===== config.mk =====
export PLATFORM = sky130hd
export DESIGN_NAME = ts_reader
export DESIGN_NICKNAME = d
export VERILOG_FILES = /design/src/rtl/ts_reader.sv
export SDC_FILE = /design/constraint.sdc
export NUM_CORES = 1
export LEC_CHECK = 0
export ABC_AREA = 1
export CORE_MARGIN = 2
export CORE_UTILIZATION = 62
export DETAILED_ROUTE_END_ITERATION = 6
export GPL_TIMING_DRIVEN = 0
export PLACE_DENSITY = 0.95
export SETUP_SLACK_MARGIN = 0.05
export SYNTH_ARGS = -nofsm -noshare
export SYNTH_HDL_FRONTEND = slang
export SYNTH_SLANG_ARGS = --single-unit

===== constraint.sdc =====
create_clock -name clk -period 3.9 [get_ports clk]
set_input_delay 0.78 -clock clk [delete_from_list [all_inputs] [get_ports clk]]
set_output_delay 0.78 -clock clk [all_outputs]
set_load 0.005 [all_outputs]

===== src/rtl/ts_reader.sv =====
// Polling reader for an XPT2046 touchscreen ADC on a shared, arbitrated SPI bus.
// Takes Z1, X and Y conversions under one chip-select and publishes the touched coordinates.
module ts_reader #(
    parameter int unsigned CLK_DIV       = 8,
    parameter int unsigned SAMPLE_PERIOD = 50000,
    parameter logic [11:0] Z_THRESH      = 12'd100
) (
    input  logic        clk,
    input  logic        rst_n,
    input  logic        enable,
    output logic        bus_req,
    input  logic        bus_gnt,
    output logic        sclk,
    output logic        mosi,
    input  logic        miso,
    output logic        csn,
    output logic        busy,
    output logic        valid,
    output logic        touch,
    output logic [11:0] x,
    output logic [11:0] y,
    output logic [11:0] z
);

    localparam int unsigned TW = $clog2(SAMPLE_PERIOD + 1);
    localparam int unsigned DW = $clog2(CLK_DIV);

    localparam logic [TW-1:0] TIMER_RELOAD = TW'(SAMPLE_PERIOD);
    localparam logic [TW-1:0] TIMER_ONE    = TW'(1);
    localparam logic [DW-1:0] DIV_LAST     = DW'(CLK_DIV - 1);
    localparam logic [DW-1:0] DIV_ONE      = DW'(1);

    localparam logic [2:0] S_IDLE   = 3'd0;
    localparam logic [2:0] S_REQ    = 3'd1;
    localparam logic [2:0] S_SETUP  = 3'd2;
    localparam logic [2:0] S_SHIFT  = 3'd3;
    localparam logic [2:0] S_HOLD   = 3'd4;
    localparam logic [2:0] S_UPDATE = 3'd5;

    logic [2:0]    state_q, state_d;
    logic [TW-1:0] timer_q, timer_d;
    logic [DW-1:0] div_q, div_d;
    logic [1:0]    conv_q, conv_d;
    logic [4:0]    pos_q, pos_d;
    logic [13:0]   rx_q, rx_d;
    logic [11:0]   zh_q, zh_d;
    logic [11:0]   xh_q, xh_d;
    logic [11:0]   yh_q, yh_d;
    logic          sclk_q, sclk_d;
    logic          mosi_q, mosi_d;
    logic          csn_q, csn_d;
    logic          bus_req_q, bus_req_d;
    logic          busy_q, busy_d;
    logic          valid_q, valid_d;
    logic          touch_q, touch_d;
    logic [11:0]   x_q, x_d;
    logic [11:0]   y_q, y_d;
    logic [11:0]   z_q, z_d;

    // Command bit driven on SCLK pos+1 of conversion conv; zero after the command byte.
    function automatic logic cmd_bit(input logic [1:0] conv, input logic [4:0] pos);
        logic [7:0] cmd;
        case (conv)
            2'd0:    cmd = 8'hB0;
            2'd1:    cmd = 8'hD0;
            default: cmd = 8'h90;
        endcase
        if (pos < 5'd8) cmd_bit = cmd[3'd7 - pos[2:0]];
        else            cmd_bit = 1'b0;
    endfunction

    always_comb begin
        state_d = state_q;
        timer_d = timer_q;
        div_d   = div_q;
        conv_d  = conv_q;
        pos_d   = pos_q;
        rx_d    = rx_q;
        zh_d    = zh_q;
        xh_d    = xh_q;
        yh_d    = yh_q;
        sclk_d  = sclk_q;
        mosi_d  = mosi_q;
        touch_d = touch_q;
        x_d     = x_q;
        y_d     = y_q;
        z_d     = z_q;

        case (state_q)
            S_IDLE: begin
                if (enable) begin
                    if (timer_q == '0) begin
                        state_d = S_REQ;
                        timer_d = TIMER_RELOAD;
                    end else begin
                        timer_d = timer_q - TIMER_ONE;
                    end
                end
            end
            S_REQ: begin
                if (bus_gnt) begin
                    state_d = S_SETUP;
                    div_d   = DIV_LAST;
                    conv_d  = 2'd0;
                    pos_d   = 5'd0;
                    sclk_d  = 1'b0;
                    mosi_d  = cmd_bit(2'd0, 5'd0);
                end
            end
            S_SETUP: begin
                if (div_q == '0) begin
                    state_d = S_SHIFT;
                    div_d   = DIV_LAST;
                end else begin
                    div_d = div_q - DIV_ONE;
                end
            end
            S_SHIFT: begin
                if (div_q != '0) begin
                    div_d = div_q - DIV_ONE;
                end else begin
                    div_d = DIV_LAST;
                    if (!sclk_q) begin
                        sclk_d = 1'b1;
                        rx_d   = {rx_q[12:0], miso};
                        // On edge 24 the window holds edges 10..23; result = edges 10..21.
                        if (pos_q == 5'd23) begin
                            case (conv_q)
                                2'd0:    zh_d = rx_q[13:2];
                                2'd1:    xh_d = rx_q[13:2];
                                default: yh_d = rx_q[13:2];
                            endcase
                        end
                    end else begin
                        sclk_d = 1'b0;
                        if (pos_q == 5'd23) begin
                            pos_d = 5'd0;
                            if (conv_q == 2'd2) begin
                                state_d = S_HOLD;
                                mosi_d  = 1'b0;
                            end else begin
                                conv_d = conv_q + 2'd1;
                                mosi_d = cmd_bit(conv_q + 2'd1, 5'd0);
                            end
                        end else begin
                            pos_d  = pos_q + 5'd1;
                            mosi_d = cmd_bit(conv_q, pos_q + 5'd1);
                        end
                    end
                end
            end
            S_HOLD: begin
                if (div_q == '0) begin
                    // Results land with the valid pulse so they are stable while valid=1.
                    state_d = S_UPDATE;
                    z_d     = zh_q;
                    touch_d = (zh_q >= Z_THRESH);
                    if (zh_q >= Z_THRESH) begin
                        x_d = xh_q;
                        y_d = yh_q;
                    end
                end else begin
                    div_d = div_q - DIV_ONE;
                end
            end
            S_UPDATE: begin
                state_d = S_IDLE;
            end
            default: begin
                state_d = S_IDLE;
            end
        endcase

        csn_d     = !((state_d == S_SETUP) || (state_d == S_SHIFT));
        bus_req_d = (state_d == S_REQ) || (state_d == S_SETUP) ||
                    (state_d == S_SHIFT) || (state_d == S_HOLD);
        busy_d    = (state_d != S_IDLE);
        valid_d   = (state_d == S_UPDATE);
    end

    always_ff @(posedge clk or negedge rst_n) begin
        if (!rst_n) begin
            state_q   <= S_IDLE;
            timer_q   <= TIMER_RELOAD;
            div_q     <= '0;
            conv_q    <= '0;
            pos_q     <= '0;
            rx_q      <= '0;
            zh_q      <= '0;
            xh_q      <= '0;
            yh_q      <= '0;
            sclk_q    <= 1'b0;
            mosi_q    <= 1'b0;
            csn_q     <= 1'b1;
            bus_req_q <= 1'b0;
            busy_q    <= 1'b0;
            valid_q   <= 1'b0;
            touch_q   <= 1'b0;
            x_q       <= '0;
            y_q       <= '0;
            z_q       <= '0;
        end else begin
            state_q   <= state_d;
            timer_q   <= timer_d;
            div_q     <= div_d;
            conv_q    <= conv_d;
            pos_q     <= pos_d;
            rx_q      <= rx_d;
            zh_q      <= zh_d;
            xh_q      <= xh_d;
            yh_q      <= yh_d;
            sclk_q    <= sclk_d;
            mosi_q    <= mosi_d;
            csn_q     <= csn_d;
            bus_req_q <= bus_req_d;
            busy_q    <= busy_d;
            valid_q   <= valid_d;
            touch_q   <= touch_d;
            x_q       <= x_d;
            y_q       <= y_d;
            z_q       <= z_d;
        end
    end

    assign sclk    = sclk_q;
    assign mosi    = mosi_q;
    assign csn     = csn_q;
    assign bus_req = bus_req_q;
    assign busy    = busy_q;
    assign valid   = valid_q;
    assign touch   = touch_q;
    assign x       = x_q;
    assign y       = y_q;
    assign z       = z_q;

endmodule


### Word-level counts from Yosys, hierarchy flattened

Cells that the tools add are included.

* bitwise operators: 3
* equal/unequal tests: 18
* add/subtract/negate cells: 5
* reductions and logical operators: 25
* magnitude comparators: 3
* mux-type cells: 45

Operators with widths (count)
* 3-bit two-way mux: 13
* 8-bit two-way mux: 4
* 5-bit two-way mux: 4
* 16-bit zero test: 1
* 16-bit two-way mux: 1
* 16-bit by 1-bit subtractor with 16-bit output (second input constant): 1
* 3-bit one-hot mux with 5 select lines: 1
* 5-bit AND reduction: 3
* 7-bit one-hot mux with 2 select lines: 1
* 3-bit by 2-bit equality test with 1-bit output (second input constant): 4
* 12-bit by 7-bit greater-or-equal comparator with 1-bit output (second input constant): 1
* 2-bit != test (second input constant): 6
* 3-bit one-hot mux with 4 select lines: 1
* 3-bit AND reduction: 4
* 1-bit two-way mux: 10
* 2-bit two-way mux: 5
* 5-bit one-hot mux with 2 select lines: 1
* 3-bit equality test (second input constant): 3
* 3-bit by 1-bit equality test with 1-bit output (second input constant): 2
* 3-bit zero test: 2
* 6-bit AND reduction: 1
* 3-bit nonzero test: 2
* 5-bit by 1-bit adder with 5-bit output (second input constant): 1
* 5-bit equality test (second input constant): 1
* other kinds (19): 26

* bits in registers: 122
* output and inout port bits: 43
* input port bits: 5
* logic and storage cells: 118

### Longest topological paths before layout

Gate-level depths: netlist of run 1.

* word-level depth: 13
* depth in mapped cells: 10
* gate-level depth less buffers: 10

### Worst setup path after synthesis of run 1

No wires, ideal clock.

* path kind: input to register
* start: in enable
* end: reg timer_q[7]
* arrival: 1.559 ns
* stages on the path: 7
* library setup time: 0.119 ns
* setup slack: 2.222 ns
* required time: 3.781 ns
* path buffers: 0
* cells stage by stage: nand3_1 > inv_1 > nand2_1 > nor2_1 > nand3_1 > inv_1 > nor2_1

* word-level cells in the longest chain between the ends: 1

Ends and longest elaborated chain
* from (decl): RTL line 10 `input logic enable,`
* 2-bit AND reduction (no source line)
* to (signal assigned): RTL line 204 `timer_q <= timer_d;`
* to (decl): RTL line 41 `logic [TW-1:0] timer_q, timer_d;`

No other way between the ends.
A chain may end at the register's enable or synchronous reset.

### Final worst setup path of run 1

* start: reg csn_q (netlist: csn)
* end: out csn

RTL lines
* from (decl): RTL line 51 `logic csn_q, csn_d;`
* from (signal assigned): RTL line 214 `csn_q <= csn_d;`
* to (decl): RTL line 16 `output logic csn,`

No word-level cell between the ends.

==> results of run 1 <==
-- layout make-up --
type                       count  area, sq um  share of cell area [%]
buffer                        17        112.6                   1.716
clock buffer                  17        414.1                   6.311
clock inverter                15        210.2                   3.203
inverter                      46        173.9                   2.650
multi-input combinational    404         1959                   29.86
sequential                   122         3062                   46.65
tap                          105        131.4                   2.002
timing repair buffer          48        499.2                   7.607
-- where the power goes --
group	internal, mW	total (mW)	switching (mW)
Clock	1.05	1.67	0.617
Combinational	0.00722	0.0349	0.0277
Sequential	1.27	1.27	0.000788
-- how the worst min path moves through the flow --
stage	start	end	slack, ns	cells after the start
after global placement	x[9]$_DFFE_PN0P_	x[9]$_DFFE_PN0P_	0.46	2
after floorplan	zh_q[0]$_DFFE_PN0P_	z[0]$_DFFE_PN0P_	0.44	2
after CTS	rst_n	timer_q[7]$_DFFE_PN0P_	0.16	1
final	rst_n	timer_q[7]$_DFFE_PN0P_	0.15	1
after detailed placement	x[9]$_DFFE_PN0P_	x[9]$_DFFE_PN0P_	0.46	2
after global routing	rst_n	timer_q[7]$_DFFE_PN0P_	0.17	1
-- kinds of logic (layout without fill, tap and decap cells) --
kind of cell | after synthesis | in the layout | synth area share, %
buffers and inverters | 63 | 143 | 5.398
and+or+nand+nor | 311 | 311 | 24.82
adders and majority gates | 7 | 7 | 1.650
AOI/OAI and AO/OA | 79 | 79 | 9.288
DFF | 122 | 122 | 57.69
xor gates and xnor gates | 7 | 7 | 1.155
-- state kept, by name, indices dropped and copies added, names as in the netlist, 5 cells and up --
register  flops
pos_q         5
x            12
y            12
timer_q      16
rx_q         14
xh_q         12
zh_q         12
z            12
yh_q         12
-- layer usage --
| layer | up-vias | part of all wire (%) | GRT usage (%) |
|---|---|---|---|
| li1 | 2030 | - | - |
| met1 | 2255 | 36 | 40.33 |
| met2 | 333 | 49 | 54.28 |
| met3 | 108 | 8.4 | 9.775 |
| met4 | 0 | 7.0 | 22.30 |
| met5 | - | 0 | 0 |
-- cell usage in the layout (no fill, tap or decap), types with 5 or more instances in the layout --
master / synthesis / layout
dfrtp_1: 115 / 115
o21ai_0: 30 / 30
o21ai_2: 21 / 21
nor3_1: 5 / 5
dfstp_2: 7 / 7
clkdlybuf4s50_1: 0 / 46
ha_1: 7 / 7
clkbuf_1: 8 / 8
inv_1: 45 / 45
nand3_1: 47 / 47
clkbuf_16: 0 / 16
inv_6: 0 / 6
nor2_1: 49 / 49
nand2_1: 192 / 192
o21ai_1: 15 / 15
buf_6: 6 / 7
-- per-stage QoR --
stage	hold slack (ns)	worst slack (ns)	instances	setup TNS (ns)
2_1_floorplan	0.4422	2.222	589	0
3_3_place_gp	0.4560	-2.302	741	-270.19
3_5_place_dp	0.4584	1.474	742	0
4_1_cts	0.1619	1.581	774	0
5_1_grt	0.1706	1.558	774	0
6_report	0.1494	1.592	774	0
==> out/summary.txt, run 1 <==
Status: finished clean
WL/cell: 18.60 microns
Total global routing overflow: 0
Quantity of gates resized following cts: 0
Number of fill cells: 449
Ys flop type: dfrtp_1
Setup CP Type: reg2out
Worst path slowest cell: dfstp_2
Die height: 96.53 microns
Die outline width: 96.53 microns
R2R Path End: x[4]$_DFFE_PN0P_
First-pass GRT wire length: 22990 microns
Reg2Reg Launch Point: div_q[0]$_DFFE_PN0P_
CP arrival: 1.53 ns
Clock sink count: 122
Max Cap Viol: 0
WP depth: 1
Pwr Density: 452.7 mW/mm^2
Nets: 668
Initial Util: 64.27%
Synth top area share: 54.22%
Top post-synthesis cells by area: dfrtp_1, nand2_1, nand3_1
Synth warn: 0
FMAX: 0.4332 GHz
Worst vdd ir: 0.3884 mV
Largest net degree at the start of global routing: 82
DR vias/cell: 6.106
Worst setup EP type: output port
Final setup viols: 0
CTS tree: yes
Pins Over Slew Limit: 0
# IOs: 48
Proportion of layout cells with a drive suffix above 1: 12.56%
Design area: 0.006563 sq mm
Hold Path Class: in2async
Most frequent cell after synthesis: nand2_1
CP startpoint kind: flip-flop
Drt total wl: 14400 microns
FF-to-FF path depth: 8
Total power: 2.971 mW
Starting DRC count in detailed routing: 585
WP data required: 3.12 ns
Tot GR Track Use: 34.03%
Layout Area Growth over Synthesis: 23.64%
Synth top cells by count: nand2_1, dfrtp_1, nor2_1
Root Driver: clkbuf_8
Min Tclk post-route: 2.308 ns
Seq/Total Area, Yosys: 57.69%
CP max stage delay: 0.51 ns
# Post-CTS Setup Buffers: 0
TritonCTS buffer count: 17
Area leader, netlist: dfrtp_1
Num rows: 33
Static leakage: 3.242 nW
Tcrit/Tclk final: 59.19%
Synthesized area: 0.005308 sq mm
Register-to-register setup slack: 1.64 ns
Worst-margin pin slew: 0.6900 ns
H-tree Lvls: 4
Vias in the first global route: 4667
Post-Synthesis Cells: 589
Worst-path cell chain: clkdlybuf4s50_1
Pre-antenna DRT Iters: 6
Post-synth EDFFs: 0
Syn nets: 601
Synth unique cells: 32
Hold buffers post-CTS: 0
Register bit total from synthesis: 122
Die area: 0.009317 sq mm
Number of routed nets with antenna violations: 0
Antenna violations before repair: 0
Fin. Hold Viols: 0
Unrepaired setup endpoints after global routing: no
Setup crit start: csn$_DFF_PN1_
CTS clock-pin slew for the worst setup and hold paths: 0.06 ns
Post-DP HPWL: 8674 microns
Gpl congestion: 0.8952
CTS Buffer Depth: 2
Utilization after layout: 79.47%
Core Footprint: 0.008258 sq mm
Total number of vias: 4726
Post-synthesis area per instance: 9.011 sq um
Asr flop ratio synth: 100.0%
Crit path to: csn
WP buf/inv: 1
I/O Buffers: 47
Worst clock skew: 0.01160 ns
Residual DRC: 0
Max-Slew Margin vs Limit: 53.80%
Cell family with most CP delay: flip-flops
Dpl cell area: 0.005938 sq mm
Diode count: 0
Worst Path Max Fanout: 1
Worst-Skew Late Latency: 0.54 ns
No activity file was read; power rests on OpenSTA's default activity.
==> run 2, diff against run 1 <==
- CORE_UTILIZATION: 62 -> 57
- PLACE_DENSITY: 0.95 -> 0.91
- clock period: 3.9 -> 2.3 ns (I/O delays scaled with it)
==> run 2 against run 1 <==
Sequential cell count unchanged. Design area up 0.34%. Largest cell class unchanged. Routed wire length decreased by 14%. Largest power group unchanged. Die area grew 8.4%. Critical endpoint unchanged. Setup slack got worse by 1.3 ns. Register-to-register slack lost 1.3 ns. Critical path depth did not move.
==> out/summary.txt, run 2 (same netlist as run 1, synthesis figures left out) <==
# IOs: 48 (unchanged)
Int Pwr: 3.947 mW (+70%)
Clock power share: 55.9% (-0.2 points)
Worst setup EP type: output port
Post-DP HPWL: 7909 microns (-8.8%)
Psw: 1.068 mW (+66%)
Hold Worst Slack: 0.3517 ns (+0.2023 ns)
Total global routing overflow: 0 (unchanged)
Tot GR Track Use: 26.87% (-7.2 points)
Combinational share of power: 1.2% (about the same)
Gpl congestion: 0.8487 (-5.2%)
CP max stage delay: 0.52 ns (about the same)
Largest register FFs: 16 (unchanged)
I/O Buffers: 47 (unchanged)
Worst-Skew Late Latency: 0.52 ns (-0.02 ns)
CTS clock-pin slew for the worst setup and hold paths: 0.06 ns (about the same)
Die area: 0.01010 sq mm (+8.4%)
Tcrit/Tclk final: 87.39%
Reg2Reg Launch Point: div_q[0]$_DFFE_PN0P_
Biggest register: timer_q
H-tree Lvls: 4 (unchanged)
Starting DRC count in detailed routing: 406 (-31%)
Hold Path Class: in2async
WP data required: 1.84 ns (-1.28 ns)
Worst Path Max Fanout: 1 (unchanged)
Met3 GRT Util: 6.103% (-3.7 points)
Largest registers: timer_q: 16 flops, rx_q: 14 flops
CTS Buffer Depth: 2 (unchanged)
Status: finished clean
FMAX: 0.4975 GHz
Met2 usage in global routing: 44.04% (-10 points)
Die height: 100.5 microns (+4.1%)
Fin. Hold Viols: 0 (unchanged)
Utilization after layout: 71.95% (-7.5 points)
Initial Util: 57.99% (-6.3 points)
Worst-path cell chain: clkdlybuf4s50_1
Core Footprint: 0.009153 sq mm (+11%)
Final setup viols: 0 (unchanged)
Residual DRC: 0 (unchanged)
FF-to-FF path depth: 8 (unchanged)
Vias in the first global route: 4388 (-6.0%)
Cell family with most CP delay: flip-flops
Post-Place Cells: 748 (+0.81%)
Max Cap Viol: 0 (unchanged)
Proportion of layout cells with a drive suffix above 1: 12.54% (-0.019 points)
Pre-antenna DRT Iters: 7 (+1)
Setup CP Type: reg2out
GRT Max-Usage Layer: met2
Reg power frac: 42.9% (+0.2 points)
CP startpoint kind: flip-flop
Antenna violations before repair: 0 (unchanged)
DR vias/cell: 5.722 (-6.3%)
First-pass GRT wire length: 20980 microns (-8.8%)
TritonCTS buffer count: 17 (unchanged)
Unrepaired setup endpoints after global routing: no
Total number of vias: 4469 (-5.4%)
CP arrival: 1.55 ns (+0.02 ns)
WP buf/inv: 1 (unchanged)
Commonest non-fill, non-tap cell in the layout: nand2_1
Min Tclk post-route: 2.010 ns
Number of routed nets with antenna violations: 0 (unchanged)
Nets: 669 (+0.15%)
Finished Layout Cells: 781 (+0.90%)
Worst clock skew: 0.009139 ns (-0.002465 ns)
Pins Over Slew Limit: 0 (unchanged)
Layout Area Growth over Synthesis: 24.07%
Root Driver: clkbuf_8
Num rows: 35 (+6.1%)
Sw Share: 21.30% (-0.42 points)
Commonest non-fill, non-tap cells in the layout: nand2_1, dfrtp_1, nor2_1
CTS tree: yes
Largest net degree at the start of global routing: 98 (+20%)
Register-to-register setup slack: 0.29 ns (-1.35 ns)
Max-Slew Margin vs Limit: 57.55% (+3.8 points)
Pwr Density: 761.7 mW/mm^2 (+68%)
# Post-CTS Setup Buffers: 0 (unchanged)
WL/cell: 15.90 microns (-15%)
Worst vdd ir: 0.5170 mV (+33%)
Static leakage: 3.248 nW (+0.20%)
R2R Path End: x[0]$_DFFE_PN0P_
Sum of negative setup slack: 0 ns (unchanged)
Diode count: 0 (unchanged)
Die outline width: 100.5 microns (+4.1%)
Worst-margin pin slew: 0.6340 ns (-0.05603 ns)
Worst path slowest cell: dfstp_2
Drt total wl: 12420 microns (-14%)
Met1 GRT Util: 34.10% (-6.2 points)
Clock sink count: 122 (unchanged)
[run 2: worst max-delay path by stage]
| stage | cells past startpoint | end | startpoint | slack (ns) |
|---|---|---|---|---|
| floorplan | 10 | zh_q[0]$_DFFE_PN0P_ | div_q[0]$_DFFE_PN0P_ | 0.66 |
| global placement | 1 | timer_q[3]$_DFFE_PN0P_ | rst_n | -3.59 |
| detailed placement | 8 | timer_q[2]$_DFFE_PN0P_ | enable | 0.18 |
| CTS | 1 | csn | csn$_DFF_PN1_ | 0.27 |
| global route | 8 | y[11]$_DFFE_PN0P_ | div_q[0]$_DFFE_PN0P_ | 0.10 |
| finish | 1 | csn | csn$_DFF_PN1_ | 0.29 |
[run 2: final cells by class]
class	count	area (sq um)
multi-input cells	404	1959
repair buffers	49	509.2
flip-flops and latches	122	3062
clock inverters	15	215.2
fillers	577	2567
inverters	46	173.9
plain buffers	17	112.6
well taps	111	138.9
clock buffers	17	414.1
[run 2: timing repair]
action | in CTS | in global routing
hold endpoints to repair | 25 | 0
endpoints found under the setup margin | 0 | 0
resized for setup | 0 | 0
hold buffers | 1 | 0
[run 2: power groups by stage]
stage	combinational [mW]	sequential (mW)	clock, mW
after floorplan	0.00350	2.19	0
after global placement	0.0514	2.19	0
after detailed placement	0.0596	2.19	0
final	0.0583	2.15	2.81
after global routing	0.0687	2.15	2.93
after CTS	0.0617	2.15	2.82
[run 2: routing by layer]
layer	share of wire (%)	wire [microns]
met3	5.5	684
met1	41	5061
met4	3.1	385
met2	51	6288
met5	0	0
[run 2: metrics by stage]
stage	area [sq um]	setup slack [ns]	power, mW
after floorplan	5308	0.6626	2.193
after global placement	5917	-3.587	2.241
after detailed placement	5946	0.1804	2.249
after CTS	6585	0.2690	5.029
after global routing	6585	0.1033	5.146
final	6585	0.2901	5.016
==> run 3, diff against run 2 <==
- MAX_ROUTING_LAYER: not set -> met4
- RECOVER_POWER: not set -> 50
==> run 3 against run 2 <==
Final cell count is the same. Critical path depth grew 9. First-iteration DRC count shrank 7.4%. Clock skew grew 0.00066 ns. Sequential cell count is the same. Sequential share of layout area grew 0.33 points. Worst hold slack gained 0.12 ns. Setup slack lost 0.12 ns. Fmax shrank 5.6%. Power shrank 2.6%. Critical path type is now reg2reg. Largest cell class unchanged.
==> out/summary.txt, run 3 (same netlist as run 1, synthesis figures left out) <==
Total global routing overflow: 0 (unchanged)
Layout Area Growth over Synthesis: 23.20%
Quantity of gates resized following cts: 0 (unchanged)
Gpl congestion: 0.8429 (-0.68%)
Antenna violations before repair: 0 (unchanged)
Hold Worst Slack: 0.4703 ns (+0.1186 ns)
Worst Path Max Fanout: 10 (+9)
Proportion of layout cells with a drive suffix above 1: 12.24% (-0.30 points)
Post-DP HPWL: 7894 microns (-0.19%)
Setup CP Type: reg2reg
Nets: 669 (unchanged)
Final setup viols: 0 (unchanged)
Biggest register: timer_q
Commonest non-fill, non-tap cells in the layout: nand2_1, dfrtp_1, nor2_1
Worst-margin pin slew: 1.065 ns (+0.4315 ns)
Worst vdd ir: 0.5092 mV (-1.5%)
Core Footprint: 0.009153 sq mm (unchanged)
CTS tree: yes
Num rows: 35 (unchanged)
Max Cap Viol: 0 (unchanged)
Dpl cell area: 0.005946 sq mm (unchanged)
Worst setup EP type: flip-flop
Design area: 0.006539 sq mm (-0.70%)
Commonest non-fill, non-tap cell in the layout: nand2_1
Total number of vias: 4488 (+0.43%)
Status: finished clean
FMAX: 0.4696 GHz (-5.6%)
I/O Buffers: 47 (unchanged)
Tot GR Track Use: 28.45% (+1.6 points)
Residual DRC: 0 (unchanged)
Static leakage: 3.227 nW (-0.64%)
Root Driver: clkbuf_8
Largest register FFs: 16 (unchanged)
Unrepaired setup endpoints after global routing: no
CTS clock-pin slew for the worst setup and hold paths: 0.06 ns (about the same)
Diode count: 0 (unchanged)
Die area: 0.01010 sq mm (unchanged)
Min Tclk post-route: 2.129 ns (+0.1196 ns)
Initial Util: 57.99% (unchanged)
Pins Over Slew Limit: 0 (unchanged)
Hold Path Class: reg2reg
Largest registers: timer_q: 16 flops, rx_q: 14 flops
Sum of negative setup slack: 0 ns (unchanged)
Post-Place Cells: 748 (unchanged)
Die height: 100.5 microns (unchanged)
Max-Slew Margin vs Limit: 28.97% (-29 points)
First-pass GRT wire length: 21310 microns (+1.6%)
CP startpoint kind: flip-flop
Die outline width: 100.5 microns (unchanged)
TritonCTS buffer count: 17 (unchanged)
Finished Layout Cells: 781 (unchanged)
Largest net degree at the start of global routing: 105 (+7.1%)
DR vias/cell: 5.746 (+0.43%)
Pwr Density: 746.8 mW/mm^2 (-2.0%)
WL/cell: 16.57 microns (+4.2%)
Worst clock skew: 0.009800 ns (+0.0006607 ns)
Fin. Hold Viols: 0 (unchanged)
Vias in the first global route: 4491 (+2.3%)
Register-to-register setup slack: 0.17 ns (-0.12 ns)
CP arrival: 2.53 ns (+0.98 ns)
WP data required: 2.70 ns (+0.86 ns)
# IOs: 48 (unchanged)
Worst-Skew Late Latency: 0.54 ns (+0.02 ns)
H-tree Lvls: 4 (unchanged)
Drt total wl: 12940 microns (+4.2%)
Clock sink count: 122 (unchanged)
Tcrit/Tclk final: 92.59% (+5.2 points)
Number of fill cells: 600 (+4.0%)
Starting DRC count in detailed routing: 376 (-7.4%)
Pre-antenna DRT Iters: 5 (-2)
CTS Buffer Depth: 2 (unchanged)
# Post-CTS Setup Buffers: 0 (unchanged)
Number of routed nets with antenna violations: 0 (unchanged)
Hold buffers post-CTS: 1 (unchanged)
[run 3: power breakdown]
part / internal, mW / switching [mW] / leakage, nW
Combinational: 0.0120 / 0.0445 / 1.35
Sequential: 2.15 / 0.00106 / 1.59
Clock: 1.59 / 1.09 / 0.287
[run 3: metrics by stage]
stage | util (%) | worst slack (ns) | total power, mW
floorplan | - | 0.6626 | 2.193
global placement | 64.65 | -3.587 | 2.241
detailed placement | 64.96 | 0.2066 | 2.249
CTS | 71.55 | 0.2837 | 4.896
global route | 71.44 | 0.07146 | 5.003
finish | 71.44 | 0.1705 | 4.883
[run 3: cell type report]
cell class | instances | area, sq um | share of cell area, %
Buffer | 17 | 112.6 | 1.722
Clock buffer | 17 | 414.1 | 6.334
Clock inverter | 15 | 178.9 | 2.736
Inverter | 46 | 173.9 | 2.660
Multi-Input combinational cell | 404 | 1957 | 29.93
Sequential cell | 122 | 3062 | 46.82
Tap cell | 111 | 138.9 | 2.124
Timing Repair Buffer | 49 | 501.7 | 7.673
[run 3: final timing paths]
| kind | startpoint | cells past startpoint | endpoint |
|---|---|---|---|
| hold / removal | x[9]$_DFFE_PN0P_ | 2 | x[9]$_DFFE_PN0P_ |
| setup reg to reg | div_q[0]$_DFFE_PN0P_ | 10 | zh_q[4]$_DFFE_PN0P_ |
| hold reg to reg | x[9]$_DFFE_PN0P_ | 2 | x[9]$_DFFE_PN0P_ |
| max in group asynchronous | rst_n | 3 | csn$_DFF_PN1_ |
| min in group asynchronous | rst_n | 2 | x[7]$_DFFE_PN0P_ |
| setup / recovery | div_q[0]$_DFFE_PN0P_ | 10 | zh_q[4]$_DFFE_PN0P_ |
[run 3: worst max-delay path, cell delays in order, from the launching register on]
cell and delay [ns]:
dfrtp_1 0.36, inv_1 0.11, ha_1 0.18, inv_1 0.05, nor2_1 0.33, nand2_4 0.17
nor3_4 0.31, nand2_4 0.13, buf_6 0.17, nand2_1 0.08, o21ai_1 0.09
[run 3: routing by layer]
metal	wire length [microns]	global-route usage (%)	share of wire, %	vias to the layer above
li1	-	-	-	2041
met1	5121	33.32	40	2213
met2	6611	45.53	51	185
met3	718	7.767	5.5	49
met4	491	14.12	3.8	0
met5	0	-	0	-
